File: src/rtl/button_press_ctrl.sv
// Debounced one-shot press sequencer for the Simon game input stage.
// Optional idle timeout pulse when BTN_TIMEOUT_EN is defined.
module button_press_ctrl #(
    parameter int DEBOUNCE_CYCLES = 50000,
    parameter int CNT_W           = 17,
    parameter int TIMEOUT_CYCLES  = 500000000,
    parameter int TO_W            = 29
) (
    input  logic       clk,
    input  logic       rst_n,
    input  logic [3:0] pressed,
    input  logic       button_down,
    input  logic       enable,
    input  logic       press_ready,
    output logic       press_valid,
    output logic [1:0] press_id,
    output logic       led_on,
    output logic [1:0] led_id,
    output logic       chord_err,
    output logic       timeout
);

    typedef enum logic [1:0] {
        S_IDLE,
        S_DEBOUNCE,
        S_PRESS,
        S_RELEASE
    } state_t;

    localparam logic [CNT_W-1:0] DB_LAST = CNT_W'(DEBOUNCE_CYCLES - 1);
    localparam logic [CNT_W-1:0] CNT_MAX = '1;

    state_t           r_state;
    state_t           w_state_nxt;
    logic [CNT_W-1:0] r_cnt;
    logic [CNT_W-1:0] w_cnt_nxt;
    logic [1:0]       r_id;
    logic [1:0]       w_id_nxt;
    logic             r_valid;
    logic             r_led;
    logic             r_chord;
    logic             w_valid_nxt;
    logic             w_led_nxt;
    logic             w_chord_nxt;
    logic             w_onehot;
    logic             w_multi;
    logic [1:0]       w_idx;
    logic [3:0]       w_latched;

    always_comb begin
        w_onehot = 1'b1;
        w_idx    = 2'd0;
        case (pressed)
            4'b0001: w_idx = 2'd0;
            4'b0010: w_idx = 2'd1;
            4'b0100: w_idx = 2'd2;
            4'b1000: w_idx = 2'd3;
            default: w_onehot = 1'b0;
        endcase
    end

    assign w_multi   = (pressed != 4'b0000) && !w_onehot;
    assign w_latched = 4'b0001 << r_id;

    always_ff @(posedge clk or negedge rst_n) begin
        if (!rst_n) begin
            r_state <= S_IDLE;
            r_cnt   <= '0;
            r_id    <= 2'd0;
            r_valid <= 1'b0;
            r_led   <= 1'b0;
            r_chord <= 1'b0;
        end else begin
            r_state <= w_state_nxt;
            r_cnt   <= w_cnt_nxt;
            r_id    <= w_id_nxt;
            r_valid <= w_valid_nxt;
            r_led   <= w_led_nxt;
            r_chord <= w_chord_nxt;
        end
    end

    // cnt is zeroed on every state change; it saturates otherwise
    always_comb begin
        w_state_nxt = r_state;
        w_cnt_nxt   = r_cnt;
        w_id_nxt    = r_id;
        case (r_state)
            S_IDLE: begin
                if (enable && w_onehot) begin
                    w_state_nxt = S_DEBOUNCE;
                    w_cnt_nxt   = '0;
                    w_id_nxt    = w_idx;
                end
            end
            S_DEBOUNCE: begin
                if (!enable || pressed != w_latched) begin
                    w_state_nxt = S_IDLE;
                    w_cnt_nxt   = '0;
                end else if (r_cnt == DB_LAST) begin
                    w_state_nxt = S_PRESS;
                    w_cnt_nxt   = '0;
                end else if (r_cnt != CNT_MAX) begin
                    w_cnt_nxt = r_cnt + CNT_W'(1);
                end
            end
            S_PRESS: begin
                if (r_valid && press_ready) begin
                    w_state_nxt = S_RELEASE;
                    w_cnt_nxt   = '0;
                end
            end
            S_RELEASE: begin
                if (button_down) begin
                    w_cnt_nxt = '0;
                end else if (r_cnt == DB_LAST) begin
                    w_state_nxt = S_IDLE;
                    w_cnt_nxt   = '0;
                end else if (r_cnt != CNT_MAX) begin
                    w_cnt_nxt = r_cnt + CNT_W'(1);
                end
            end
            default: begin
                w_state_nxt = S_IDLE;
                w_cnt_nxt   = '0;
            end
        endcase
    end

    always_comb begin
        w_valid_nxt = (w_state_nxt == S_PRESS);
        w_led_nxt   = (w_state_nxt == S_PRESS) ||
                      (w_state_nxt == S_RELEASE);
        w_chord_nxt = (r_state == S_IDLE) && enable && w_multi;
    end

    assign press_valid = r_valid;
    assign press_id    = r_id;
    assign led_on      = r_led;
    assign led_id      = r_id;
    assign chord_err   = r_chord;

`ifdef BTN_TIMEOUT_EN
    localparam logic [TO_W-1:0] TO_LAST = TO_W'(TIMEOUT_CYCLES - 1);

    logic [TO_W-1:0] r_to_cnt;
    logic [TO_W-1:0] w_to_cnt_nxt;
    logic            r_timeout;
    logic            w_timeout_nxt;

    // counts only while waiting in IDLE for player input
    always_comb begin
        w_to_cnt_nxt  = '0;
        w_timeout_nxt = 1'b0;
        if (r_state == S_IDLE && enable && w_state_nxt == S_IDLE) begin
            if (r_to_cnt == TO_LAST) begin
                w_timeout_nxt = 1'b1;
            end else if (r_to_cnt == '1) begin
                w_to_cnt_nxt = r_to_cnt;
            end else begin
                w_to_cnt_nxt = r_to_cnt + TO_W'(1);
            end
        end
    end

    always_ff @(posedge clk or negedge rst_n) begin
        if (!rst_n) begin
            r_to_cnt  <= '0;
            r_timeout <= 1'b0;
        end else begin
            r_to_cnt  <= w_to_cnt_nxt;
            r_timeout <= w_timeout_nxt;
        end
    end

    assign timeout = r_timeout;
`else
    logic w_unused_cfg;
    assign w_unused_cfg = (TO_W'(TIMEOUT_CYCLES) == '0);
    assign timeout      = 1'b0;
`endif

endmodule
File: config.mk
export PLATFORM = sky130hd
export DESIGN_NAME = button_press_ctrl
export DESIGN_NICKNAME = d
export VERILOG_FILES = /design/src/rtl/button_press_ctrl.sv
export SDC_FILE = /design/constraint.sdc
export NUM_CORES = 1
export LEC_CHECK = 0
export ABC_AREA = 1
export CAP_MARGIN = 20
export CORE_MARGIN = 8
export CORE_UTILIZATION = 58
export CTS_CLUSTER_DIAMETER = 120
export DETAILED_ROUTE_END_ITERATION = 8
export PLACE_DENSITY = 0.76
export SLEW_MARGIN = 40
export SYNTH_ARGS = -nofsm -noshare
export SYNTH_HDL_FRONTEND = slang
export SYNTH_SLANG_ARGS = --single-unit
File: constraint.sdc
create_clock -name clk -period 1.66 [get_ports clk]
set_input_delay 0.332 -clock clk [delete_from_list [all_inputs] [get_ports clk]]
set_output_delay 0.332 -clock clk [all_outputs]
set_load 0.005 [all_outputs]
==> impl_metrics.json, run 1 <==
{
  "arrival_ns": 1.28,
  "drv_cap": 0,
  "portBuffers": 15,
  "critPathMaxStageDelay_ns": 0.52,
  "critPathRequiredTime_ns": 1.33,
  "final_antenna_net_count": 0,
  "syn_inst": 311,
  "drc": 0,
  "dieHeight_um": 74.7,
  "row_count": 21,
  "synth_top_area_share": 0.301,
  "synth.distinct_cells": 31,
  "synth.yosys.seq_area_share": 0.301,
  "routed_via_density": 5.65,
  "timing.fmax_mhz": 620,
  "grt_max_degree": 25,
  "core_area_um2": 3310,
  "critPathMaxFanout": 5,
  "clkLatencyLatePin_ns": 0.32,
  "cts_max_path_buffers": 2,
  "die-area_um2": 5580,
  "drtPass1Iterations": 5,
  "synth_warnings": 0,
  "vias": 2260,
  "grt.total_usage": 0.224,
  "hold_viol_final": 0,
  "start_util": 0.604,
  "clock-sinks": 24,
  "p_leak_nw": 1.34,
  "num_antenna_cells": 0,
  "place.gp.congestion": 0.985,
  "cpLargestDelayFamily": "buffers and inverters",
  "placed_area_um2": 2380,
  "regArea_um2": 603,
  "root_buffer": "clkbuf_4",
  "worstSetupStartpointType": "register",
  "grt_pass1_wl_um": 9660,
  "finalCritPeriodShare": 0.972,
  "synth_nets": 321,
  "syn_area_per_cell_um2": 6.42,
  "synth_edf_count": 0,
  "wl_per_cell_um": 14.2,
  "setup_viol": 0,
  "ios": 17,
  "power_density_nw_per_um2": 866,
  "cts_tree": "built",
  "async_reset_ff_frac": 1.00,
  "yosys-top-cells-area": "dfrtp_1 30%, nand2_1 16%, nand3_1 14%",
  "rsz0062_at_grt": "yes",
  "drtIter0Drc": 202,
  "overflow": 0,
  "grt_antenna_before_repair": 0,
  "fin_ws_ns": 0.0459,
  "fin_area_um2": 2540,
  "slowest_stage": "clkdlybuf4s50_1",
  "area_growth_pct": 27.0,
  "postCtsHoldBufs": 0,
  "nets": 365,
  "pre_cts_ws_ns": -0.300,
  "totalWireLength_um": 5700,
  "die_w_um": 74.7,
  "synth-seq-cells": 24,
  "cts.clk_slew.worst_paths_ns": 0.13,
  "synth_flop_cell": "dfrtp_1",
  "fill_cells": 281,
  "grt_pass1_vias": 2067,
  "clock_skew_ns": 0.00838,
  "cp-end-kind": "output pin",
  "status": "complete, no violations",
  "critPathBufInv": 1,
  "cts_max_level": 1,
  "syn_area_um2": 2000,
  "min_period_ns": 1.61,
  "drive_gt1_frac": 0.195,
  "dp_hpwl_um": 4240,
  "final_max_slew_viol_count": 0,
  "cts_made_buffers": 3,
  "ir_drop_mv": 0.787,
  "path_cells": "clkdlybuf4s50_1",
  "crit_type": "register to output pin",
  "synth_top_area_cell": "dfrtp_1",
  "multi_input_area_um2": 1200,
  "hold_path_class": "input pin to asynchronous set/reset pin"
}
state kept, by name, summed over array words and instances, names as in the netlist:
| signal | count |
|---|---|
| r_cnt | 17 |
| led_id | 2 |
| r_state | 2 |
| chord_err | 1 |
| led_on | 1 |
| press_valid | 1 |
final timing paths:
path                                         end  slack [ns]  depth (start not counted)                   from
max                                  press_id[0]        0.05                          1  led_id[0]$_DFFE_PN0P_
min                        led_id[0]$_DFFE_PN0P_        0.35                          2                  rst_n
max reg2reg                r_cnt[15]$_DFFE_PN0P_        0.08                          8   r_cnt[0]$_DFFE_PN0P_
min reg2reg                  chord_err$_DFF_PN0_        0.54                          1   r_state[0]$_DFF_PN0_
max in group asynchronous  led_id[1]$_DFFE_PN0P_        1.05                          2                  rst_n
min in group clk           led_id[1]$_DFFE_PN0P_        0.47                          4             pressed[2]
metal layers:
layer | track usage | share of wire | vias to the layer above
met5 | 0 | 0 | -
met4 | 0.0674 | 0.012 | 0
met3 | 0.0360 | 0.061 | 6
met2 | 0.355 | 0.47 | 99
met1 | 0.304 | 0.46 | 1052
li1 | - | - | 1103
logic make-up after synthesis:
logic type | count (synthesis) | share of synthesized area
AOI/OAI and AO/OA | 13 | 0.0382
xor gates and xnor gates | 4 | 0.0175
adders and majority gates | 1 | 0.00626
buffers and inverters | 54 | 0.130
DFF | 24 | 0.301
other | 1 | 0.00188
and+or+nand+nor | 214 | 0.505
synthesized netlist by cell type (3+ instances only):
library cell and instances:
a31oi_1 3, nor2_1 31, inv_1 39, o21ai_0 5, nand3_2 6, nand4_1 21, inv_2 3, nand2_1 86
nand3_1 57, nor2_2 3, dfrtp_1 24, buf_6 4, buf_4 6
power breakdown:
part           leakage (nW)  switching, W  total [W]  internal, W
Clock                0.0210      0.000177   0.000311     0.000134
Sequential            0.324     0.0000720   0.000725     0.000653
Combinational         0.993      0.000621    0.00116     0.000541
cells in the final DEF, fill, tap and decap left out, types with 2 or more instances in the layout:
master           count
nand2_1             86
nand3_1             53
inv_1               39
buf_4               31
nor2_1              28
dfrtp_1             22
nand4_1             21
nand3_2              9
clkdlybuf4s50_1      9
dlymetal6s2s_1       6
o21ai_0              4
nor2_2               4
nor2_4               3
a31oi_1              3
clkbuf_4             3
buf_12               3
nand2_2              2
a21oi_1              2
inv_2                2
xor2_1               2
xnor2_1              2
dfrtp_2              2
buf_6                2
per-stage QoR:
step	total power (W)	hold WS [ns]	setup TNS [ns]	cells	utilization
after global routing	0.00235	0.374	-0.0813	400	0.766
after floorplan	0.00134	0.0364	0	311	-
final	0.00220	0.352	0	400	0.766
after global placement	0.00171	0.519	-3.24	392	0.719
after CTS	0.00211	0.343	0	399	0.738
after detailed placement	0.00173	0.527	-4.85	392	0.719
final cells by class:
class,instances,share of cell area
clock buffer,4,0.0143
timing repair buffer,51,0.189
tap,46,0.0227
inverter,42,0.0631
multi-input combinational,233,0.473
sequential,24,0.238
repair_timing:
action	CTS	global route
pin swaps	0	2
setup buffers	3	1
resized for setup	2	23
setup endpoints to repair	4	21
hold endpoints to repair	0	0
Power figures use the tool's default switching activity.
==> run 2: changes to the inputs <==
- CTS_CLUSTER_SIZE: default -> 20
==> results of run 2 <==
Same layout as run 1: the final DEF is identical, and so are final timing and power.
